`src/rtl/uart_rx_frame_ctrl.sv`:
```
// UART RX frame front end: start detect, 3-sample majority vote,
// LSB-first deserializer and start/data/parity/stop sequencing.
module uart_rx_frame_ctrl #(
    parameter int DATA_WIDTH     = 8,
    parameter int PRESCALE_WIDTH = 6
) (
    input  logic                      CLK,
    input  logic                      RST,
    input  logic                      RX_IN,
    input  logic [PRESCALE_WIDTH-1:0] Prescale,
    input  logic                      PAR_EN,
    input  logic                      PAR_ERR,
    output logic [DATA_WIDTH-1:0]     P_DATA_Par,
    output logic                      Sampled_Bit_par_chk,
    output logic                      PAR_CHK_EN,
    output logic                      STRT_GLITCH,
    output logic                      STP_ERR,
    output logic                      DATA_VALID
);

    localparam int PW = PRESCALE_WIDTH;
    localparam int BW = $clog2(DATA_WIDTH + 1);
    localparam logic [PW-1:0] ONE = PW'(1);
    localparam logic [PW-1:0] TWO = PW'(2);
    localparam logic [BW-1:0] LAST_BIT = BW'(DATA_WIDTH - 1);

    typedef enum logic [2:0] {IDLE, START, DATA, PARITY, STOP} state_e;

    state_e                  state_q, state_d;
    logic [PW-1:0]           cnt_q, cnt_d;
    logic [PW-1:0]           pre_q, pre_d;
    logic                    paren_q, paren_d;
    logic [BW-1:0]           bit_q, bit_d;
    logic [2:0]              smp_q, smp_d;
    logic                    bitv_q, bitv_d;
    logic [DATA_WIDTH-1:0]   data_q, data_d;
    logic                    chk_q, chk_d;
    logic                    glitch_q, glitch_d;
    logic                    stperr_q, stperr_d;
    logic                    valid_q, valid_d;

    logic [PW-1:0] half;
    logic          last;
    logic          vote;
    logic          maj;
    logic          cur_bit;

    assign half = pre_q >> 1;
    assign last = (cnt_q == pre_q - ONE);
    assign vote = (cnt_q == half + TWO);
    assign maj  = (smp_q[0] & smp_q[1]) | (smp_q[0] & smp_q[2])
                | (smp_q[1] & smp_q[2]);
    // At the smallest prescale the vote lands on the bit-end cycle itself
    assign cur_bit = vote ? maj : bitv_q;

    always_comb begin
        state_d  = state_q;
        cnt_d    = cnt_q;
        pre_d    = pre_q;
        paren_d  = paren_q;
        bit_d    = bit_q;
        smp_d    = smp_q;
        bitv_d   = bitv_q;
        data_d   = data_q;
        stperr_d = stperr_q;
        chk_d    = 1'b0;
        glitch_d = 1'b0;
        valid_d  = 1'b0;

        if (state_q != IDLE) begin
            cnt_d = last ? '0 : cnt_q + ONE;
            if (cnt_q == half - ONE) smp_d[0] = RX_IN;
            if (cnt_q == half)       smp_d[1] = RX_IN;
            if (cnt_q == half + ONE) smp_d[2] = RX_IN;
            if (vote)                bitv_d   = maj;
        end

        unique case (state_q)
            IDLE: begin
                if (!RX_IN) begin
                    state_d  = START;
                    cnt_d    = '0;
                    pre_d    = Prescale;
                    paren_d  = PAR_EN;
                    stperr_d = 1'b0;
                end
            end
            START: begin
                if (last) begin
                    if (cur_bit) begin
                        glitch_d = 1'b1;
                        state_d  = IDLE;
                    end else begin
                        state_d = DATA;
                        bit_d   = '0;
                    end
                end
            end
            DATA: begin
                if (last) begin
                    data_d = {cur_bit, data_q[DATA_WIDTH-1:1]};
                    bit_d  = bit_q + BW'(1);
                    if (bit_q == LAST_BIT)
                        state_d = paren_q ? PARITY : STOP;
                end
            end
            PARITY: begin
                if (last) begin
                    chk_d   = 1'b1;
                    state_d = STOP;
                end
            end
            STOP: begin
                if (last) begin
                    stperr_d = ~cur_bit;
                    valid_d  = cur_bit & (~paren_q | ~PAR_ERR);
                    state_d  = IDLE;
                end
            end
            default: state_d = IDLE;
        endcase
    end

    always_ff @(posedge CLK or negedge RST) begin
        if (!RST) begin
            state_q  <= IDLE;
            cnt_q    <= '0;
            pre_q    <= '0;
            paren_q  <= 1'b0;
            bit_q    <= '0;
            smp_q    <= '0;
            bitv_q   <= 1'b0;
            data_q   <= '0;
            chk_q    <= 1'b0;
            glitch_q <= 1'b0;
            stperr_q <= 1'b0;
            valid_q  <= 1'b0;
        end else begin
            state_q  <= state_d;
            cnt_q    <= cnt_d;
            pre_q    <= pre_d;
            paren_q  <= paren_d;
            bit_q    <= bit_d;
            smp_q    <= smp_d;
            bitv_q   <= bitv_d;
            data_q   <= data_d;
            chk_q    <= chk_d;
            glitch_q <= glitch_d;
            stperr_q <= stperr_d;
            valid_q  <= valid_d;
        end
    end

    assign P_DATA_Par          = data_q;
    assign Sampled_Bit_par_chk = bitv_q;
    assign PAR_CHK_EN          = chk_q;
    assign STRT_GLITCH         = glitch_q;
    assign STP_ERR             = stperr_q;
    assign DATA_VALID          = valid_q;

endmodule

```
`config.mk`:
```
export PLATFORM = sky130hd
export DESIGN_NAME = uart_rx_frame_ctrl
export DESIGN_NICKNAME = d
export VERILOG_FILES = /design/src/rtl/uart_rx_frame_ctrl.sv
export SDC_FILE = /design/constraint.sdc
export NUM_CORES = 1
export LEC_CHECK = 0
export BUFFER_PORTS_ARGS = -buffer_cell sky130_fd_sc_hd__buf_4
export CAP_MARGIN = 10
export CORE_ASPECT_RATIO = 0.75
export CORE_MARGIN = 2
export CORE_UTILIZATION = 60
export CTS_CLUSTER_DIAMETER = 40
export DETAILED_ROUTE_END_ITERATION = 16
export PLACE_DENSITY = 0.89
export SYNTH_ARGS = -nofsm -noshare
export SYNTH_HDL_FRONTEND = slang
export SYNTH_SLANG_ARGS = --single-unit
```
`constraint.sdc`:
```
create_clock -name CLK -period 3.9 [get_ports CLK]
set_input_delay 0.585 -clock CLK [delete_from_list [all_inputs] [get_ports CLK]]
set_output_delay 0.585 -clock CLK [all_outputs]
set_load 0.005 [all_outputs]
```
==> metrics, run 1 <==
CTS tree built; final-report setup violation count 0; grt total ovfl 0; initial core utilization 63.3%; syn_area_per_cell 9.65 um^2; P_leak 1.16 nW; global-route wire length before repair 8380 um; Layout Area Growth over Synthesis 12.3%; nets 280; critical path class register to register; H-tree levels 2; Clock Pin Slew Worst Setup and Hold Paths 0.08 ns; synth cell count leaders dfrtp_1 (36), nand2_1 (23), nor2_1 (16); fraction of layout cells with a size suffix above 1 21.5%; Req. time, crit path 4.10 ns; main combinational cell family by area after synthesis simple AND/OR/NAND/NOR gates; Die X 76.2 um; Final Wtd Congestion 0.853; Max Fanout on Critical Path 9; root buffer cell clkbuf_8; drt via density 5.83; Post-Syn Nets 263; I/O Pins 24; Seq/Total Area, Yosys 38.4%; initial antenna violation count 0; Synth Flop Type dfrtp_1; Worst IR Drop VDD 472 uV; Cells after Synth 243; power per standard cell area 767 mW/mm^2; distinct cell type count after synthesis 56; Synth Area in Compound Gates 14.5%; die area 0.00443 mm^2; CTS Hold Bufs 0; Worst Hold Class input port to asynchronous set/reset pin; Max Cap Violations 0; Filler Cells Inserted 285; Hold Slack 0.224 ns; Residual DRC 0; final hold viol count 0; first-pass detailed-route iteration total 4; Worst setup SP type register; Initial DRC Count 161; f_max 328 MHz; clock sinks 36; EDFF count, synth 0; CTS Buf Count 5; top-count cell post-synth dfrtp_1; Routed WL per cell 15.8 um; CP endpoint kind register; cell taking the most area after synthesis dfrtp_1; top cells by area, synth dfrtp_1 (38%), ha_1 (4.8%), mux2_4 (4.5%); top cell type's share of synthesized area 38.4%; max-slew violations 0; Period Utilization, post-route 78.2%; post-synthesis adder-cell area fraction 5.23%; Die H 58.2 um; core region area 0.00371 mm^2; total setup buffers inserted after CTS 0; clk_lat worst skew 0.31 ns; post-CTS resize count 0; post-layout min period 3.05 ns; unrepaired setup endpoints after global routing no; Netlist Area Pre-Place 0.00235 mm^2; DP Area 0.00252 mm^2; Cell Rows 19; cell area after layout 0.00263 mm^2; Global Route Usage Sum 24.6%; synthesis-stage register bit count 36; status complete, no violations; Arr. time, crit path 3.25 ns; Slew @ Worst Pin 0.935 ns; Vias 1825; Antenna diodes 0; setup_tns 0 ns; vias in the first global route 1712; DRT Wirelength 4950 um; relative slew slack 37.4%; largest net degree at the start of global routing 37; Clock Path Buffers 2; port bufs 23; Synth Warn # 0; clk_skew 0.00512 ns; ys async rst share 100%; HPWL after detailed placement 3540 um; post-synthesis xor/xnor area fraction 8.11%; mux contribution to synthesized area 8.21%; Antenna Nets Post-Route 0; Simple-Gate Fraction of Synth Area 20.4%
==> kinds of logic (layout without fill, tap and decap cells) <==
| family | after synthesis | in the layout |
|---|---|---|
| flip-flops | 36 | 36 |
| buffers and inverters | 26 | 44 |
| AND/OR/NAND/NOR | 88 | 88 |
| AO/OA/AOI/OAI | 48 | 48 |
| multiplexers | 15 | 15 |
| adder cells (fa/ha/maj) | 10 | 10 |
| XOR/XNOR | 20 | 20 |
==> worst max-delay path: stages (launching register included) <==
cell     delay (ns)
dfrtp_1        0.45
inv_1          0.20
ha_1           0.29
nor3b_1        0.32
nand2_1        0.14
xnor2_2        0.19
nor4_4         0.49
and2_1         0.52
mux2_4         0.35
==> registers in the layout, summed over array words and instances, names as in the netlist <==
signal,flops
Sampled_Bit_par_chk,1
pre_q,6
P_DATA_Par,8
cnt_q,6
paren_q,1
PAR_CHK_EN,1
bit_q,4
STP_ERR,1
DATA_VALID,1
STRT_GLITCH,1
smp_q,3
state_q,3
==> final cells by class <==
| class | instances | area (um^2) | share of cell area (%) |
|---|---|---|---|
| multi-input combinational | 181 | 1320 | 50.3 |
| sequential | 36 | 901 | 34.2 |
| timing repair buffer | 26 | 195 | 7.41 |
| clock buffer | 5 | 68.8 | 2.61 |
| tap | 52 | 65.1 | 2.47 |
| clock inverter | 3 | 42.5 | 1.62 |
| inverter | 10 | 37.5 | 1.43 |
==> per-stage QoR <==
step / utilization, % / total power [mW] / setup slack [ns] / cells
after detailed placement: 68.0 / 1.67 / 0.912 / 305
after global routing: 71.0 / 2.17 / 0.621 / 313
after global placement: 68.0 / 1.63 / 1.07 / 305
final: 71.0 / 2.02 / 0.849 / 313
after CTS: 71.0 / 2.01 / 0.874 / 313
after floorplan: - / 1.46 / 1.40 / 243
==> cell usage in the layout, fill, tap and decap left out, drive strengths merged, types with 3 or more instances in the layout <==
cell	n
inv	10
nand4	6
nand2	23
o31ai	3
nor4	3
clkbuf	5
buf	26
o211ai	5
xor2	9
nor2b	3
mux2	13
dfrtp	36
nor3b	3
xnor2	11
nor2	16
nand2b	3
ha	9
o21ai	11
o22ai	3
and3	4
nor3	8
a21oi	7
nand3	10
==> path summary, 6_finish.rpt <==
path	from	endpoint	slack [ns]	cells after the start
min in group CLK	Prescale[0]	pre_q[0]	0.48	3
hold / removal	RST	cnt_q[0]	0.22	1
hold reg to reg	smp_q[2]	smp_q[2]	0.51	2
setup / recovery	pre_q[1]	P_DATA_Par[6]	0.85	8
setup reg to reg	pre_q[1]	P_DATA_Par[6]	0.85	8
max in group asynchronous	RST	P_DATA_Par[5]	3.35	1
==> power by group <==
group	total, mW	leakage, nW	switching, mW	internal, mW
clock	0.339	0.0541	0.149	0.189
sequential	0.694	0.467	0.222	0.472
combinational	0.987	0.637	0.529	0.458
==> routing by layer <==
metal | global-route usage (%) | wire, um | share of wire [%] | vias up
met3 | 6.70 | 392 | 7.9 | 5
li1 | - | - | - | 899
met2 | 36.9 | 2160 | 44 | 61
met1 | 35.4 | 2350 | 47 | 860
met5 | 0 | 0 | 0 | -
met4 | 7.27 | 46 | 0.93 | 0
No activity file was read; power rests on OpenSTA's default activity.
==> run 2, diff against run 1 <==
--- a/config.mk
+++ b/config.mk
@@ -9,10 +9,10 @@
 export CAP_MARGIN = 10
 export CORE_ASPECT_RATIO = 0.75
 export CORE_MARGIN = 2
-export CORE_UTILIZATION = 60
+export CORE_UTILIZATION = 59
 export CTS_CLUSTER_DIAMETER = 40
 export DETAILED_ROUTE_END_ITERATION = 16
-export PLACE_DENSITY = 0.89
+export PLACE_DENSITY = 0.88
 export SYNTH_ARGS = -nofsm -noshare
 export SYNTH_HDL_FRONTEND = slang
 export SYNTH_SLANG_ARGS = --single-unit
==> constraint.sdc (replaced) <==
create_clock -name CLK -period 2.9 [get_ports CLK]
set_input_delay 0.435 -clock CLK [delete_from_list [all_inputs] [get_ports CLK]]
set_output_delay 0.435 -clock CLK [all_outputs]
set_load 0.005 [all_outputs]
==> metrics, run 2 (synthesis results as in run 1) <==
status complete, no violations; initial antenna violation count 0; unrepaired setup endpoints after global routing no; clk_lat worst skew 0.29 ns; Sw Pwr 1.22 mW; Initial DRC Count 226; largest net degree at the start of global routing 37; Residual DRC 0; storage element area 901 um^2; Die X 76.8 um; Clk pwr share 13.3%; Period Utilization, post-route 91.8%; I/O Pins 24; CTS Hold Bufs 0; final hold viol count 0; Slew @ Worst Pin 0.610 ns; Antenna Nets Post-Route 0; Routed WL per cell 16.1 um; Final Wtd Congestion 0.902; total setup buffers inserted after CTS 0; global-route wire length before repair 8610 um; reg2reg end smp_q[0]; vias in the first global route 1763; grt total ovfl 0; leading cell type in the layout, fill and taps excluded dfrtp_1; relative slew slack 59.0%; Worst setup SP type register; clock sinks 36; CTS Buf Count 5; Antenna diodes 0; HPWL after detailed placement 3620 um; port bufs 23; critical path class register to register; Arr. time, crit path 2.84 ns; post-CTS resize count 0; max-slew violations 0; f_max 376 MHz; Cell Rows 19; Max Cap Violations 0; worst setup margin 0.239 ns; power per standard cell area 1010 mW/mm^2; drt via density 5.95; P_leak 1.18 nW; Flop pwr share 33.1%; CTS tree built; Reg2Reg Setup Slack 0.24 ns; Worst Hold Class input port to asynchronous set/reset pin; fraction of layout cells with a size suffix above 1 23.3%; Clock Path Buffers 2; Global Route Usage Sum 25.0%; Vias 1892; FF-to-FF path depth 8; first-pass detailed-route iteration total 7; die area 0.00450 mm^2; Int Power 1.45 mW; Comb pwr share 53.6%; footprint of the multi-input gates 0.00133 mm^2; commonest non-fill, non-tap cells in the layout dfrtp_1 (36), buf_4 (31), nand2_1 (23); pre-CTS worst setup slack 0.229 ns; Clock Pin Slew Worst Setup and Hold Paths 0.07 ns; final-report setup violation count 0; post-layout min period 2.66 ns; root buffer cell clkbuf_8; Switching Share 45.8%; setup_tns 0 ns; core region area 0.00373 mm^2; Layout Area Growth over Synthesis 12.9%; Filler Cells Inserted 292; initial core utilization 62.9%; H-tree levels 2; Max Fanout on Critical Path 12; Die H 58.6 um; Largest register FFs 8; Worst IR Drop VDD 668 uV; clk_skew 0.00338 ns; DRT Wirelength 5110 um; Reg-to-Reg Start pre_q[3]; CP endpoint kind register; nets 285; Req. time, crit path 3.08 ns
[run 2: per-stage QoR]
stage	hold slack, ns	std cells	utilization (%)	total power [mW]	area, um^2
after floorplan	0.139	243	-	1.97	2350
after global placement	0.416	310	68.6	2.23	2560
after detailed placement	0.416	310	68.6	2.29	2560
after CTS	0.107	318	70.9	2.66	2650
after global routing	0.117	318	71.0	2.86	2650
final	0.0844	318	71.0	2.67	2650
[run 2: layout make-up]
type | count | share of cell area, %
Multi-Input combinational cell | 181 | 50.0
Sequential cell | 36 | 34.0
Timing Repair Buffer | 31 | 8.79
Clock buffer | 5 | 2.60
Tap cell | 52 | 2.46
Inverter | 10 | 1.42
Clock inverter | 3 | 0.709
[run 2: worst max-delay path, stage by stage (launching register included)]
cell and delay, ns:
dfrtp_1 0.59, inv_1 0.17, ha_1 0.22, a21boi_0 0.49, nand2_1 0.10, mux2_2 0.28, a211oi_1 0.26, o211ai_1 0.14
mux2_2 0.28
[run 2: worst max path at each step]
stage                   from             to
floorplan           pre_q[2]  P_DATA_Par[0]
global placement    pre_q[2]  P_DATA_Par[2]
detailed placement  pre_q[2]  P_DATA_Par[5]
CTS                 pre_q[2]  P_DATA_Par[5]
global route        pre_q[3]       smp_q[0]
finish              pre_q[3]       smp_q[0]
[run 2: routing by layer]
metal  vias to the layer above  track usage (%)  wire length (um)  share of wire (%)
li1                        912                -                 -                  -
met1                       896             35.1              2360                 46
met2                        77             40.5              2340                 46
met3                         7             4.75               352                6.9
met4                         0             7.27                54                1.1
met5                         -                0                 0                  0
[run 2: power by group through the flow]
stage	combinational, mW	sequential, mW	clock, mW
6_report	1.43	0.883	0.355
5_1_grt	1.57	0.909	0.378
4_1_cts	1.42	0.877	0.358
3_5_place_dp	1.40	0.883	0
3_3_place_gp	1.36	0.870	0
2_1_floorplan	1.23	0.735	0
